File: src/rtl/dbuf_pkg.sv
// Shared definitions for the hit-buffer readout double buffer and its page reader.
package dbuf_pkg;

  typedef enum logic [2:0] {
    S_IDLE   = 3'd0,
    S_LOAD   = 3'd1,
    S_READ   = 3'd2,
    S_DRAIN  = 3'd3,
    S_DONE   = 3'd4,
    S_SETTLE = 3'd5
  } dbuf_state_e;

  // DPRAM rd_addr -> rd_dout latency used by both sides of the double buffer.
  localparam int DBUF_RD_LATENCY = 1;

endpackage

File: src/rtl/page_rdout_fifo.sv
// Synchronous first-word-fall-through FIFO holding {last, data} between the DPRAM
// read pipeline and the output stream. Overflow is prevented by the reader's credit rule.
module page_rdout_fifo #(
  parameter int P_WIDTH = 65,
  parameter int P_DEPTH = 4
) (
  input  logic                       clk,
  input  logic                       rst,
  input  logic                       wr_en,
  input  logic [P_WIDTH-1:0]         wr_data,
  input  logic                       rd_en,
  output logic [P_WIDTH-1:0]         rd_data,
  output logic [$clog2(P_DEPTH):0]   count
);

  localparam int AW = $clog2(P_DEPTH);
  localparam int CW = AW + 1;

  logic [P_WIDTH-1:0] mem [P_DEPTH];
  logic [AW-1:0]      wr_ptr;
  logic [AW-1:0]      rd_ptr;

  always_ff @(posedge clk) begin
    if (wr_en) mem[wr_ptr] <= wr_data;
  end

  always_ff @(posedge clk) begin
    if (rst) begin
      wr_ptr <= '0;
      rd_ptr <= '0;
      count  <= '0;
    end else begin
      if (wr_en) wr_ptr <= wr_ptr + AW'(1);
      if (rd_en) rd_ptr <= rd_ptr + AW'(1);
      count <= count + CW'(wr_en) - CW'(rd_en);
    end
  end

  // Head is forced to zero when empty so the stream outputs read 0 after reset.
  assign rd_data = (count != '0) ? mem[rd_ptr] : '0;

endmodule

File: src/rtl/dbuf_page_reader.sv
// Drains one filled half of the readout double buffer into a valid/ready stream,
// tagging the final word with tlast and pulsing done so the half can be freed.
module dbuf_page_reader
  import dbuf_pkg::*;
#(
  parameter int P_RD_ADDR_WIDTH = 9,
  parameter int P_RD_DATA_WIDTH = 64,
  parameter int P_RD_LATENCY    = DBUF_RD_LATENCY,
  parameter int P_FIFO_DEPTH    = 4,
  parameter int P_SETTLE_CYCLES = 3
) (
  input  logic                       clk,
  input  logic                       rst,
  input  logic                       rd_busy,
  input  logic [15:0]                dpram_len,
  output logic [P_RD_ADDR_WIDTH-1:0] rd_addr,
  input  logic [P_RD_DATA_WIDTH-1:0] rd_dout,
  output logic                       done,
  output logic [P_RD_DATA_WIDTH-1:0] m_tdata,
  output logic                       m_tvalid,
  output logic                       m_tlast,
  input  logic                       m_tready,
  output logic                       active,
  output logic                       len_err,
  output logic [15:0]                pages_out,
  output dbuf_state_e                dbg_state
);

  localparam int W  = P_RD_ADDR_WIDTH;
  localparam int D  = P_RD_DATA_WIDTH;
  localparam int L  = P_RD_LATENCY;
  localparam int CW = $clog2(P_FIFO_DEPTH) + 1;
  localparam int SW = $clog2(P_SETTLE_CYCLES + 1);
  localparam logic [16:0] PAGE_WORDS = 17'(2 ** W);
  localparam logic [CW:0] DEPTH_V    = (CW + 1)'(P_FIFO_DEPTH);

  dbuf_state_e   state;
  logic [16:0]   remaining;
  logic [SW-1:0] settle_cnt;
  logic [L-1:0]  pipe_v;
  logic [L-1:0]  pipe_last;
  logic [CW-1:0] inflight;
  logic [CW-1:0] fifo_count;
  logic [CW-1:0] post_pop;
  logic [CW:0]   credit_used;
  logic [D:0]    fifo_out;
  logic          push;
  logic          pop;
  logic          issue;
  logic          issue_last;

  // Stream handshake: a word moves when m_tvalid && m_tready; while m_tvalid && !m_tready
  // the FIFO head (m_tdata, m_tlast) is held unchanged.
  assign pop      = m_tvalid & m_tready;
  assign m_tvalid = (fifo_count != '0);
  assign m_tdata  = fifo_out[D-1:0];
  assign m_tlast  = fifo_out[D];

  always_comb begin
    inflight = '0;
    for (int i = 0; i < L; i++) inflight = inflight + CW'(pipe_v[i]);
  end

  // Credit counts the FIFO after this cycle's pop plus reads still in the DPRAM pipe.
  assign post_pop    = fifo_count - CW'(pop);
  assign credit_used = {1'b0, post_pop} + {1'b0, inflight};
  assign issue       = (state == S_READ) && (credit_used < DEPTH_V);
  assign issue_last  = (remaining == 17'd1);
  assign push        = pipe_v[L-1];

  always_ff @(posedge clk) begin
    if (rst) begin
      pipe_v    <= '0;
      pipe_last <= '0;
    end else begin
      pipe_v    <= L'({pipe_v, issue});
      pipe_last <= L'({pipe_last, issue & issue_last});
    end
  end

  page_rdout_fifo #(
    .P_WIDTH (D + 1),
    .P_DEPTH (P_FIFO_DEPTH)
  ) u_fifo (
    .clk     (clk),
    .rst     (rst),
    .wr_en   (push),
    .wr_data ({pipe_last[L-1], rd_dout}),
    .rd_en   (pop),
    .rd_data (fifo_out),
    .count   (fifo_count)
  );

  always_ff @(posedge clk) begin
    if (rst) begin
      state      <= S_IDLE;
      remaining  <= '0;
      settle_cnt <= '0;
      rd_addr    <= '0;
      done       <= 1'b0;
      active     <= 1'b0;
      len_err    <= 1'b0;
      pages_out  <= '0;
    end else begin
      done <= 1'b0;
      case (state)
        S_IDLE: begin
          if (rd_busy) begin
            remaining <= {1'b0, dpram_len};
            active    <= 1'b1;
            state     <= S_LOAD;
          end
        end
        S_LOAD: begin
          if (remaining > PAGE_WORDS) begin
            remaining <= PAGE_WORDS;
            len_err   <= 1'b1;
          end
          if (remaining == '0) begin
            state <= S_DONE;
          end else begin
            rd_addr <= '0;
            state   <= S_READ;
          end
        end
        S_READ: begin
          // The last issued address is kept on rd_addr, so a full page never wraps.
          if (issue) begin
            remaining <= remaining - 17'd1;
            if (issue_last) state <= S_DRAIN;
            else            rd_addr <= rd_addr + W'(1);
          end
        end
        S_DRAIN: begin
          if (inflight == '0 && post_pop == '0) state <= S_DONE;
        end
        S_DONE: begin
          done       <= 1'b1;
          pages_out  <= pages_out + 16'd1;
          settle_cnt <= '0;
          state      <= S_SETTLE;
        end
        S_SETTLE: begin
          // The double buffer clears busy and swaps its read half during this window.
          active <= 1'b0;
          if (settle_cnt == SW'(P_SETTLE_CYCLES)) state <= S_IDLE;
          else                                    settle_cnt <= settle_cnt + SW'(1);
        end
        default: state <= S_IDLE;
      endcase
    end
  end

  assign dbg_state = state;

endmodule
File: config.mk
export PLATFORM = sky130hd
export DESIGN_NAME = dbuf_page_reader
export DESIGN_NICKNAME = d
export VERILOG_FILES = /design/src/rtl/dbuf_pkg.sv /design/src/rtl/page_rdout_fifo.sv /design/src/rtl/dbuf_page_reader.sv
export SDC_FILE = /design/constraint.sdc
export NUM_CORES = 1
export LEC_CHECK = 0
export CORE_MARGIN = 5
export CORE_UTILIZATION = 40
export DETAILED_ROUTE_END_ITERATION = 10
export PLACE_DENSITY = 0.73
export SLEW_MARGIN = 20
export SYNTH_ARGS = -nofsm -noshare
export SYNTH_HDL_FRONTEND = slang
export SYNTH_SLANG_ARGS = --single-unit
File: constraint.sdc
create_clock -name clk -period 2.5 [get_ports clk]
set_clock_uncertainty 0.1 [all_clocks]
set_input_delay 0.5 -clock clk [delete_from_list [all_inputs] [get_ports clk]]
set_output_delay 0.5 -clock clk [all_outputs]
set_load 0.005 [all_outputs]
Word level (Yosys, flattened, before mapping)
Memory sizes are Yosys's and may differ from the RTL's. A register that Yosys moved wholly into a read port is not among the register bits.
Cells that the tools add are included.

cells by class
  $add $sub $neg = 10
  $lt $le $gt $ge = 2
  equal/unequal tests = 16
  mux-type cells = 25
  bitwise operators = 2
  reductions and logical operators = 17

operator list
  cell                                                   number
  2-to-1 mux 65 bit                                      1
  2-to-1 mux 17 bit                                      3
  one-hot mux 17 bit (3 select lines)                    1
  2-to-1 mux 9 bit                                       3
  2-to-1 mux 3 bit                                       6
  inequality test 2 bit (second input constant)          9
  one-hot mux 3 bit (6 select lines)                     1
  one-hot mux 9 bit (2 select lines)                     1
  equality test 17 x 1 -> 1 bit (second input constant)  1
  > comparator 17 x 10 -> 1 bit (second input constant)  1
  zero test 17 bit                                       1
  subtractor 17 x 1 -> 17 bit (second input constant)    1
  adder 16 x 1 -> 16 bit (second input constant)         1
  adder 9 x 1 -> 9 bit (second input constant)           1
  zero test 3 bit                                        3
  AND reduction 4 bit                                    2
  adder 2 x 1 -> 2 bit (second input constant)           3
  equality test 3 x 2 -> 1 bit (second input constant)   2
  equality test 3 bit (second input constant)            2
  2-to-1 mux 2 bit                                       3
  AND reduction 2 bit                                    3
  nonzero test 2 bit                                     3
  nonzero test 3 bit                                     2
  subtractor 3 x 1 -> 3 bit                              2
  other kinds (11)                                       16

word-level totals
  bits in registers = 59
  RAM bits = 260
  input port bits = 84
  word-level logic and storage cells = 86
  memories = 1

memory list
  name        depth  width  rd ports  clocked after Yosys merged registers in  write ports  RTL line               source
  u_fifo.mem  4      65     1         1                                        1            page_rdout_fifo.sv:19  logic [P_WIDTH-1:0] mem [P_DEPTH];

Depth between registers and ports, before layout
Gate-level depths: netlist (run 1).

  depth in word-level cells = 8
  mapped depth = 11
  depth with buffers taken out = 10

Cells and area by module
Synthesis (run 1) repeated with hierarchy kept, for this count alone.

second synthesis, totals
  cells, all modules = 795
  area total of the unflattened synthesis = 13116.3 um^2

by module, submodules not included
  module            times used  cells each  area an instance (um^2)  sequential area each (um^2)
  page_rdout_fifo   1           452         10244.8                  7987.7
  dbuf_page_reader  1           343         2871.5                   1041.0

Worst setup path before layout (run 1)
No wires, ideal clock.

  kind = register -> register
  start = register pipe_v
  end = memory u_fifo.mem[0][0] (enable)
  data arrival time = 2153 ps
  path slack = -183 ps
  stages on the path, launching flop included = 3
  clock period less this slack = 2683 ps
  cell sequence = dfxtp_1 > clkbuf_1 > and2_1

on the way
  cells in the longest elaborated chain, start to end = 2

RTL lines
  what                                    RTL line                source
  from (decl)                             dbuf_page_reader.sv:40  logic [L-1:0] pipe_v;
  from (signal assigned)                  dbuf_page_reader.sv:76  pipe_v <= L'({pipe_v, issue});
  2-to-1 mux 1 bit                        page_rdout_fifo.sv:24   if (wr_en) mem[wr_ptr] <= wr_data;
  2-to-1 mux 1 bit (implied by the code)  page_rdout_fifo.sv:24
  to (decl)                               page_rdout_fifo.sv:19

No other way between the ends.

==> impl_summary.txt, run 1 <==
----------------------------------------------------
[Placement]
  Routability Congestion ... about 0.80
  HPWL after detailed placement ... 17600 µm
  Count of buffers from port buffering ... 180

[STA]
  Transition time of the tightest slew-check pin ... between 0.6 and 0.7 ns
  Number of endpoints failing setup at the final stage ... slightly below 60
  Final worst path period need ... between 2 and 3 ns
  Share of the cycle needed by the critical path after routing ... 1.06
  Worst hold margin ... 0.362 ns
  RSZ-0062 raised after global routing ... true
  Maximum clock frequency ... approximately 380 MHz
  Slew Viols, Final ... 0
  Smallest setup slack after layout ... -0.147 ns
  Remaining max-slew budget at the tightest pin ... 0.554
  Final Hold Fails ... 0

[Logic synthesis]
  Top cells by instance count after synthesis ... 260 x edfxtp_1, 71 x and2_1, 65 x mux4_2
  Count of flip-flops with a built-in enable after synthesis ... 260
  Average footprint of a synthesized cell ... 16.3 µm²
  Arithmetic-cell share of the synthesized area counting full adders, half adders and majority gates ... 0.0132
  Synthesized instance count ... roughly 790
  Compound-cell area share of the yosys netlist ... 0.0398
  Sequential fraction of the synthesis area ... 0.700
  Share of synthesized area spent on multiplexers ... 0.115
  Main combinational cell family by area after synthesis ... multiplexers
  Yosys synthesis warning count ... 0
  Xor and xnor fraction of the mapped netlist area ... 0.0170
  Top flip-flop cell by instance count after synthesis ... edfxtp_1
  Library cell with the highest instance count after synthesis ... edfxtp_1
  Cell taking the most area after synthesis ... edfxtp_1
  Fraction of the mapped netlist area in simple logic gates ... 0.0988
  Share of flip-flops with an asynchronous set or reset after synthesis ... 0
  Top cells by area, synth ... edfxtp_1 61%, mux4_2 11%, dfxtp_1 9.5%
  Number of distinct library cell variants in the gate-level netlist after synthesis ... 54
  Number of nets in the synthesized netlist ... ~900
  Cell area after synthesis ... about 13000 µm²
  Fraction of post-synthesis cell area in the top cell type by area ... 0.606
  Register bit total from synthesis ... around 320

[Clock network]
  # hold bufs at CTS ... 0
  Clock transition at the registers of the reported paths ... 0.06 ns
  Worst-Skew Late Latency ... around 0.5 ns
  Number of CTS-inserted buffers ... 35
  Max Buffers Root-to-Sink ... 3
  Htree depth ... 2
  Number of sinks on the clock net ... approximately 320
  Clock tree root driver cell ... clkbuf_16
  TritonCTS clock tree ... done

[Detailed routing]
  Number of design rule violations left after detail routing ... 0
  Number of vias in the routed layout ... about 7700
  Routed via count divided by cell count ... 5.25
  Total wirelength of the detailed-routed design ... 30100 µm
  DR pass1 iterations ... 4
  Post-route antenna net violation count ... 0
  First DRT Iteration DRCs ... roughly 400
  Average routed wire per standard cell ... 20.4 µm

[Finish]
  Antenna fix cells ... 0
  Area growth, synth to finish ... 34.4%
  Total Nets Final ... 1146
  Fraction of layout cells with a size suffix above 1 ... 0.324
  Number of fillers in the final layout ... about 2500
  Core occupancy in the finished layout ... 0.546

[Global routing]
  Number of antenna violations at the first check in global routing ... 1
  Pin count of the biggest net entering global routing ... 56
  Congestion Overflow GR ... 0
  Global-route track usage on met3 ... 0.0347
  Total Routing Usage GR ... 0.162
  Number of global-route vias before repair ... 8093
  Met1 track utilization from global routing ... 0.221
  Busiest metal layer after global routing ... met2
  Met2 track utilization from global routing ... 0.270
  Global-route wire length before repair ... between 40000 and 50000 µm

[Critical path]
  Critical R2R Launch ... u_fifo.count[0]
  Start-to-end type of the worst setup path ... register to output port
  Critical path, cell by cell ... buf_6 -> buf_12 -> buf_6 -> mux4_2 -> and2_1 -> buf_2
  CP endpoint ... m_tdata[45]
  Type of destination of the critical path ... output port
  Flop-to-flop setup slack ... around 0.06 ns
  Cell with the biggest individual delay on the critical path ... mux4_2
  Nature of the critical path startpoint ... register
  Data required, critical path ... about 1.9 ns
  Largest driver fanout on the critical path ... 7
  Data arrival time at the worst-slack endpoint ... about 2.1 ns
  Largest incremental delay on the critical path ... between 0.4 and 0.5 ns
  Worst reg-to-reg path cell count ... 9
  Reg2Reg Capture Point ... rd_addr[7]
  Cell type with the highest occurrence count on the critical path ... buf_6

[Die]
  Initial standard-cell utilization of the core ... 0.407
  Floorplan core area ... 31700 µm²
  DIE AREA ... around 36000 µm²
  Core Rows ... 65
  Die Wd ... 190 µm
  Die height ... around 190 µm
  Number of ports placed on the die boundary ... 181

[Status]
  Outcome ... finished with violations
  Violated checks ... negative setup slack

[Pwr]
  Power consumption ... 0.0179 W
  Power density relative to cell area ... ~1000 nW/µm²
  Max IR drop VDD ... approximately 0.66 mV
  Leak Pwr ... 5.96 nW

[Worst hold path]
  Worst Hold Class ... register to register

[Run]
  Max Cap Violations ... 0

----------------------------------------------------
==> layer usage <==
metal	vias to the layer above	wire length, µm
met5	-	7
met4	2	358
met3	33	1560
met2	227	15000
met1	3915	13200
li1	3572	-
==> layout make-up <==
type | instances | area, µm² | share of cell area
clock inverter | 20 | 235 | 0.0136
clock buffer | 42 | 923 | 0.0533
multi-input combinational | 418 | 3900 | 0.225
sequential | 321 | 9040 | 0.522
inverter | 12 | 45.0 | 0.00260
tap | 402 | 503 | 0.0290
timing repair buffer | 261 | 2680 | 0.154
==> stage by stage <==
stage	setup TNS (ns)	setup slack (ns)	cells	instance area, µm²
2_1_floorplan	0	0.0486	791	12900
3_3_place_gp	-14.20	-0.559	1384	15700
3_5_place_dp	-15.69	-0.613	1384	15700
4_1_cts	-11.38	-0.345	1460	17100
5_1_grt	-10.08	-0.250	1476	17300
6_report	-4.42	-0.147	1476	17300
==> cells in the final DEF (no fill, tap or decap), drive strengths merged, types with 2 or more instances in the layout <==
cell,netlist,layout
or3,9,9
mux2i,2,2
nand2b,6,6
a221oi,7,7
bufinv,0,5
a211oi,3,3
clkinv,0,13
xnor2,9,9
o41ai,2,2
inv,12,13
o31ai,5,5
or2,4,4
a21o,2,2
clkdlybuf4s50,0,113
nor4,5,5
nand4,6,6
nand2,30,30
o32ai,2,2
nor2b,4,4
o21ai,21,21
mux4,65,65
ha,12,12
nand4b,3,3
and2,71,71
edfxtp,260,260
nor3b,3,3
nor3,18,18
a21oi,29,29
dfxtp,61,61
xor2,16,16
or4,5,5
clkbuf,30,77
and3,3,3
buf,10,111
nor2,50,50
nand3,13,13
==> sequential cells by signal, indices dropped and copies added (netlist names), named ones only <==
name / cells
settle_cnt: 2
remaining: 17
u_fifo.rd_ptr: 2
rd_addr: 9
active: 1
dbg_state: 3
done: 1
pages_out: 16
u_fifo.wr_ptr: 2
len_err: 1
u_fifo.mem: 260
u_fifo.count: 3
pipe_v: 1
pipe_last: 1
==> timing repair <==
item / 4_1_cts / 5_1_grt
setup buffers: 11 / 15
gates resized for setup: 235 / 111
setup endpoints to repair: 88 / 83
pin swaps: 12 / 18
cloned: 3 / 4
==> power breakdown <==
| group | total, W | switching [W] | internal (W) |
|---|---|---|---|
| Sequential | 0.00636 | 0.000257 | 0.00610 |
| Clock | 0.00518 | 0.00202 | 0.00316 |
| Combinational | 0.00633 | 0.00278 | 0.00355 |
| Total | 0.0179 | 0.00506 | 0.0128 |
==> how the worst min path moves through the flow <==
stage                          endpoint  slack, ns  depth (start not counted)           from
after floorplan           settle_cnt[1]       0.34                          2  settle_cnt[1]
after global placement    settle_cnt[1]       0.35                          2  settle_cnt[1]
after detailed placement  settle_cnt[1]       0.36                          2  settle_cnt[1]
after CTS                 settle_cnt[1]       0.37                          2  settle_cnt[1]
after global routing      settle_cnt[1]       0.39                          2  settle_cnt[1]
final                     settle_cnt[1]       0.36                          2  settle_cnt[1]
==> worst max-delay path: cells and delay by family, from the launching register on <==
kind                   cells  cell delay, ns
buffers and inverters      4            0.49
multiplexers               1            0.47
flip-flops                 1            0.43
AND/OR/NAND/NOR            1            0.14
==> logic make-up after synthesis <==
logic type                 count (synthesis)
buffers and inverters                     52
DFF                                      321
and+or+nand+nor                          233
muxes                                     67
AOI/OAI and AO/OA                         80
xor gates and xnor gates                  25
adders and majority gates                 13
No activity file was read; power rests on OpenSTA's default activity.
==> run 2, diff against run 1 <==
--- a/config.mk
+++ b/config.mk
@@ -13,3 +13,4 @@
 export SYNTH_ARGS = -nofsm -noshare
 export SYNTH_HDL_FRONTEND = slang
 export SYNTH_SLANG_ARGS = --single-unit
+export TNS_END_PERCENT = 50
==> run 2 against run 1 <==
Net effect:
- the run still ends with negative setup slack left
- flip-flop and latch count unchanged
- utilization increased by 1.1 points
- first-iteration DRC count increased by 10%
==> impl_summary.txt, run 2 (synthesized netlist as in run 1, its figures left out) <==
----------------------------------------------------
[Status]
  Outcome ... finished with violations (unchanged)
  Violated checks ... negative setup slack (unchanged)

[Pwr]
  Max IR drop VDD ... 0.555 mV (was 0.663 mV)
  Power density relative to cell area ... 1040 nW/µm² (was 1030 nW/µm²)
  Leak Pwr ... 6.12 nW (was 5.96 nW)

[STA]
  Final Hold Fails ... 0 (unchanged)
  Remaining max-slew budget at the tightest pin ... 0.279 (was 0.554)
  Number of endpoints failing setup at the final stage ... 65 (was 59)
  RSZ-0062 raised after global routing ... true (unchanged)
  Transition time of the tightest slew-check pin ... 1.08 ns (was 0.669 ns)
  Maximum clock frequency ... 370 MHz (was 378 MHz)
  Smallest setup slack after layout ... -0.204 ns (was -0.147 ns)
  Share of the cycle needed by the critical path after routing ... 1.08 (was 1.06)
  Post-route setup TNS ... -6.38 ns (was -4.42 ns)
  Worst hold margin ... 0.351 ns (was 0.362 ns)
  Slew Viols, Final ... 0 (unchanged)
  Final worst path period need ... 2.70 ns (was 2.65 ns)

[Worst hold path]
  Worst hold endpoint ... u_fifo.wr_ptr[1] (was settle_cnt[1])
  Hold path start ... rst (was settle_cnt[1])
  Cells on Worst Hold Path ... 2 (unchanged)
  Worst Hold Class ... input port to register (was register to register)

[Run]
  Max Cap Violations ... 0 (unchanged)

[Die]
  Die height ... 190 µm (unchanged)
  Initial standard-cell utilization of the core ... 0.407 (unchanged)
  Floorplan core area ... 31700 µm² (unchanged)
  Number of ports placed on the die boundary ... 181 (unchanged)
  Die Wd ... 190 µm (unchanged)
  DIE AREA ... 35900 µm² (unchanged)
  Core Rows ... 65 (unchanged)

[Detailed routing]
  Routed via count divided by cell count ... 5.31 (was 5.25)
  Number of vias in the routed layout ... 7934 (was 7749)
  First DRT Iteration DRCs ... 437 (was 397)
  Total wirelength of the detailed-routed design ... 30200 µm (was 30100 µm)
  DR pass1 iterations ... 5 (was 4)
  Number of design rule violations left after detail routing ... 0 (unchanged)
  Post-route antenna net violation count ... 0 (unchanged)
  Average routed wire per standard cell ... 20.2 µm (was 20.4 µm)

[Finish]
  Finished Layout Cells ... 1494 (was 1476)
  Top flop regs ... u_fifo.mem: 260 flops, remaining: 17 flops, pages_out: 16 flops (unchanged)
  Leading cell type in the layout, fill and taps excluded ... edfxtp_1 (unchanged)
  Antenna fix cells ... 0 (unchanged)
  Largest register by flop count ... u_fifo.mem (unchanged)
  Summed area of non-filler cells in the final layout ... 17700 µm² (was 17300 µm²)
  Total Nets Final ... 1166 (was 1146)
  Area growth, synth to finish ... 37.1% (was 34.4%)
  Commonest non-fill, non-tap cells in the layout ... 260 x edfxtp_1, 112 x clkdlybuf4s50_1, 65 x mux4_2, 57 x and2_4 (was 260 x edfxtp_1, 113 x clkdlybuf4s50_1, 65 x mux4_2, 59 x and2_4, 57 x dfxtp_1)
  Fraction of layout cells with a size suffix above 1 ... 0.333 (was 0.324)
  Number of flip-flops under the largest register name ... 260 (unchanged)

[Clock network]
  Worst-Skew Late Latency ... 0.51 ns (was 0.50 ns)
  Htree depth ... 2 (unchanged)
  Clock transition at the registers of the reported paths ... 0.06 ns (about the same)
  Number of sinks on the clock net ... 321 (unchanged)
  Max Buffers Root-to-Sink ... 3 (unchanged)
  Number of CTS-inserted buffers ... 36 (was 35)
  # hold bufs at CTS ... 0 (unchanged)
  TritonCTS clock tree ... done (unchanged)
  Clock tree root driver cell ... clkbuf_16 (unchanged)

[Critical path]
  Nature of the critical path startpoint ... register (unchanged)
  Cell with the biggest individual delay on the critical path ... mux4_2 (unchanged)
  WP buf/inv ... 5 (was 4)
  Data required, critical path ... 1.90 ns (about the same)
  Reg2Reg Capture Point ... rd_addr[5] (was rd_addr[7])
  Critical path, cell by cell ... buf_12 -> buf_16 -> buf_12 -> buf_8 -> mux4_2 -> and2_4 -> buf_6 (was buf_6 -> buf_12 -> buf_6 -> mux4_2 -> and2_1 -> buf_2)
  Largest incremental delay on the critical path ... 0.48 ns (was 0.47 ns)
  Worst reg-to-reg path cell count ... 10 (was 9)
  Flop-to-flop setup slack ... 0.08 ns (was 0.06 ns)
  Cell type with the highest occurrence count on the critical path ... buf_12 (was buf_6)
  Start-to-end type of the worst setup path ... register to output port (unchanged)
  Type of destination of the critical path ... output port (unchanged)
  Largest driver fanout on the critical path ... 5 (was 7)
  Critical R2R Launch ... u_fifo.count[1] (was u_fifo.count[0])
  Data arrival time at the worst-slack endpoint ... 2.10 ns (was 2.05 ns)
  Family of cells with the greatest summed delay on the critical path ... buffers and inverters (unchanged)

[Placement]
  DP Cell Count ... 1389 (was 1384)
  HPWL after detailed placement ... 18100 µm (was 17600 µm)
  Routability Congestion ... 0.820 (was 0.797)
  Setup Slack @ Placement ... -0.834 ns (was -0.613 ns)
  Count of buffers from port buffering ... 180 (unchanged)
  Cell area after placement ... 15600 µm² (was 15700 µm²)

[Global routing]
  Total Routing Usage GR ... 0.164 (was 0.162)
  Global-route wire length before repair ... 46800 µm (was 46100 µm)
  Number of global-route vias before repair ... 8274 (was 8093)
  Pin count of the biggest net entering global routing ... 29 (was 56)
  Number of antenna violations at the first check in global routing ... 0 (was 1)
  Congestion Overflow GR ... 0 (unchanged)

----------------------------------------------------
## run 2: worst max-delay path by stage
stage               startpoint               end  cells past startpoint  slack [ns]
finish                register       m_tdata[42]                      7       -0.20
global route          register       m_tdata[42]                      7       -0.29
CTS                   register       m_tdata[63]                      7       -0.24
detailed placement    m_tready      remaining[1]                     11       -0.83
global placement      m_tready     remaining[14]                     11       -0.75
floorplan               pipe_v  u_fifo.mem[3][0]                      2       -0.18
## run 2: cell type report
cell class	instances	area [µm²]
flip-flops and latches	321	9040
clock inverters	20	191
repair buffers	280	3020
well taps	402	503
fillers	2476	14000
multi-input cells	418	3910
clock buffers	41	962
inverters	12	48.8
## run 2: layer usage
layer	routed length, µm	global-route usage	up-vias	part of all wire
met2	14800	0.271	304	0.49
met4	435	0.0348	0	0.014
met3	2150	0.0334	34	0.071
met5	0	0	-	0
met1	12800	0.229	3981	0.43
li1	-	-	3615	-
## run 2: worst register-to-register path: stages, from the launching register on
cell and delay (ns):
dfxtp_2 0.34, buf_6 0.09, buf_4 0.12, clkinvlp_4 0.15, ha_4 0.22, xnor2_4 0.20, o311ai_4 0.14, nand2b_4 0.17
a2bb2oi_4 0.19, or4_1 0.50, a21oi_1 0.14
## run 2: per-stage QoR
step,utilization,power [W]
finish,0.557,0.0184
global route,0.557,0.0193
CTS,0.551,0.0182
detailed placement,0.493,0.0117
global placement,0.493,0.0116
floorplan,-,0.00913
## run 2: where the power goes
part	leakage [nW]	switching, W	internal, W
registers	2.83	0.000232	0.00611
logic	2.73	0.00292	0.00405
clock network	0.556	0.00204	0.00307
## run 2: what timing repair did
item                       CTS  global route
pin swaps                   33            14
setup endpoints to repair   93            94
buffers inserted            28            11
hold endpoints to repair     0             0
cloned                       8             1
gates resized for setup    347            61
==> run 3, diff against run 2 <==
--- a/config.mk
+++ b/config.mk
@@ -9,6 +9,7 @@
 export CORE_UTILIZATION = 40
 export DETAILED_ROUTE_END_ITERATION = 10
 export PLACE_DENSITY = 0.73
+export RECOVER_POWER = 100
 export SLEW_MARGIN = 20
 export SYNTH_ARGS = -nofsm -noshare
 export SYNTH_HDL_FRONTEND = slang
==> run 3 against run 2 <==
Net effect:
- the flow still finishes with violations (negative setup slack)
- combinational power is 2% lower
- critical path depth stayed put
- total power is 0.72% lower
- sequential power hardly changed
- clock-buffer cell count stayed put
- routed wire length is 0.38% lower
- largest power group unchanged
==> impl_summary.txt, run 3 (synthesized netlist as in run 1, its figures left out) <==
----------------------------------------------------
[Finish]
  Fraction of layout cells with a size suffix above 1 ... 0.321 (was 0.333)
  Commonest non-fill, non-tap cells in the layout ... 260 x edfxtp_1, 94 x dlygate4sd3_1, 65 x mux4_2, 59 x buf_6, 57 x dfxtp_1 (was 260 x edfxtp_1, 112 x clkdlybuf4s50_1, 65 x mux4_2, 57 x and2_4)
  Number of flip-flops under the largest register name ... 260 (unchanged)
  Area growth, synth to finish ... 36.1% (was 37.1%)
  Leading cell type in the layout, fill and taps excluded ... edfxtp_1 (unchanged)
  Top flop regs ... u_fifo.mem: 260 flops, remaining: 17 flops, pages_out: 16 flops (unchanged)
  Total Nets Final ... 1166 (unchanged)
  Finished Layout Cells ... 1497 (was 1494)
  Largest register by flop count ... u_fifo.mem (unchanged)

[Die]
  DIE AREA ... 35900 µm² (unchanged)
  Number of ports placed on the die boundary ... 181 (unchanged)
  Initial standard-cell utilization of the core ... 0.407 (unchanged)
  Die Wd ... 190 µm (unchanged)
  Die height ... 190 µm (unchanged)
  Floorplan core area ... 31700 µm² (unchanged)
  Core Rows ... 65 (unchanged)

[Global routing]
  Number of antenna violations at the first check in global routing ... 2 (was 0)
  Congestion Overflow GR ... 0 (unchanged)
  Pin count of the biggest net entering global routing ... 29 (unchanged)
  Total Routing Usage GR ... 0.164 (unchanged)
  Number of global-route vias before repair ... 8274 (unchanged)
  Global-route wire length before repair ... 46800 µm (unchanged)

[Detailed routing]
  Number of design rule violations left after detail routing ... 0 (unchanged)
  DR pass1 iterations ... 5 (unchanged)
  Average routed wire per standard cell ... 20.1 µm (was 20.2 µm)
  Post-route antenna net violation count ... 0 (unchanged)
  Total wirelength of the detailed-routed design ... 30000 µm (was 30200 µm)
  Number of vias in the routed layout ... 7901 (was 7934)
  First DRT Iteration DRCs ... 476 (was 437)
  Routed via count divided by cell count ... 5.28 (was 5.31)

[STA]
  Remaining max-slew budget at the tightest pin ... 0.288 (was 0.279)
  Slew Viols, Final ... 0 (unchanged)
  Transition time of the tightest slew-check pin ... 1.06 ns (was 1.08 ns)
  Maximum clock frequency ... 370 MHz (about the same)
  Final Hold Fails ... 0 (unchanged)
  Number of endpoints failing setup at the final stage ... 87 (was 65)
  RSZ-0062 raised after global routing ... true (unchanged)
  Smallest setup slack after layout ... -0.203 ns (was -0.204 ns)
  Worst hold margin ... 0.357 ns (was 0.351 ns)
  Share of the cycle needed by the critical path after routing ... 1.08 (about the same)
  Post-route setup TNS ... -8.23 ns (was -6.38 ns)
  Final worst path period need ... 2.70 ns (about the same)

[Placement]
  HPWL after detailed placement ... 18100 µm (unchanged)
  Setup Slack @ Placement ... -0.834 ns (unchanged)
  Count of buffers from port buffering ... 180 (unchanged)
  DP Cell Count ... 1389 (unchanged)
  Routability Congestion ... 0.820 (unchanged)

[Pwr]
  Max IR drop VDD ... 0.551 mV (was 0.555 mV)
  Combinational share of power ... 0.375 (was 0.379)
  Net switching fraction of the power ... 0.282 (about the same)
  Net switching power ... 0.00516 W (was 0.00519 W)
  Power share of the sequential group ... 0.347 (was 0.344)
  Leak Pwr ... 6.17 nW (was 6.12 nW)
  Portion of total power attributed to the clock network ... 0.279 (was 0.277)
  Power consumption ... 0.0183 W (was 0.0184 W)
  Power density relative to cell area ... 1040 nW/µm² (about the same)
  Internal power ... 0.0131 W (was 0.0132 W)

[Clock network]
  Clock transition at the registers of the reported paths ... 0.06 ns (about the same)
  Htree depth ... 2 (unchanged)
  Clock tree root driver cell ... clkbuf_16 (unchanged)
  TritonCTS clock tree ... done (unchanged)
  Number of sinks on the clock net ... 321 (unchanged)
  Number of CTS-inserted buffers ... 36 (unchanged)
  Max Buffers Root-to-Sink ... 3 (unchanged)
  Worst-Skew Late Latency ... 0.51 ns (about the same)

[Critical path]
  Largest driver fanout on the critical path ... 5 (unchanged)
  Nature of the critical path startpoint ... register (unchanged)
  Data required, critical path ... 1.90 ns (about the same)
  Start-to-end type of the worst setup path ... register to output port (unchanged)
  Type of destination of the critical path ... output port (unchanged)
  Data arrival time at the worst-slack endpoint ... 2.10 ns (about the same)

[Status]
  Violated checks ... negative setup slack (unchanged)
  Outcome ... finished with violations (unchanged)

[Run]
  Max Cap Violations ... 0 (unchanged)

[Worst hold path]
  Worst Hold Class ... input port to register (unchanged)

----------------------------------------------------
[run 3: changes by cell type in the layout (fill, tap and decap cells not counted), moves of 4 or more]
cell             delta
buf_12              -5
and2_4              -4
clkdlybuf4s50_1    -94
clkbuf_1            +7
dlygate4sd3_1      +94
buf_4              -10
[run 3: repair_timing]
item	in CTS	in global routing
setup buffers	28	11
gates resized for setup	347	61
setup endpoints to repair	93	94
pin swaps	33	14
hold endpoints to repair	0	0
hold buffers	0	0
cloned	8	1
[run 3: routing by layer]
layer	global-route usage	vias to the layer above	share of wire
met4	0.0348	0	0.015
met3	0.0334	40	0.061
met1	0.229	3972	0.43
li1	-	3616	-
met5	0	-	0
met2	0.271	273	0.49
[run 3: layout make-up]
| class | count | area [µm²] |
|---|---|---|
| Fill cell | 2497 | 14200 |
| Sequential cell | 321 | 9040 |
| Multi-Input combinational cell | 418 | 3860 |
| Timing Repair Buffer | 280 | 2940 |
| Clock buffer | 41 | 962 |
| Tap cell | 402 | 503 |
| Clock inverter | 20 | 191 |
| Inverter | 12 | 48.8 |
| Antenna cell | 3 | 7.51 |
[run 3: worst paths after layout]
kind	startpoint	to	slack (ns)	cells past startpoint
worst max-delay path	register	m_tdata[42]	-0.20	7
worst min-delay path	rst	u_fifo.wr_ptr[1]	0.36	2
worst max register to register	u_fifo.count[0]	rd_addr[5]	-0.18	10
worst min register to register	settle_cnt[1]	settle_cnt[1]	0.36	2
[run 3: power by group through the flow]
stage / registers [W] / clock network, W / logic (W)
after floorplan: 0.00637 / 0 / 0.00276
after global placement: 0.00645 / 0 / 0.00515
after detailed placement: 0.00647 / 0 / 0.00521
after CTS: 0.00633 / 0.00522 / 0.00669
after global routing: 0.00637 / 0.00548 / 0.00737
final: 0.00634 / 0.00510 / 0.00685
[run 3: worst max-delay path: stages (launching register included)]
cell	delay (ns)
dfxtp_4	0.38
buf_12	0.13
buf_16	0.12
buf_12	0.12
buf_8	0.11
mux4_2	0.48
and2_4	0.17
buf_6	0.10
[run 3: stage by stage]
stage                util  cell area (µm²)
floorplan               -            12900
detailed placement  0.493            15600
global route        0.553            17500
CTS                 0.551            17500
finish              0.553            17600
global placement    0.493            15600
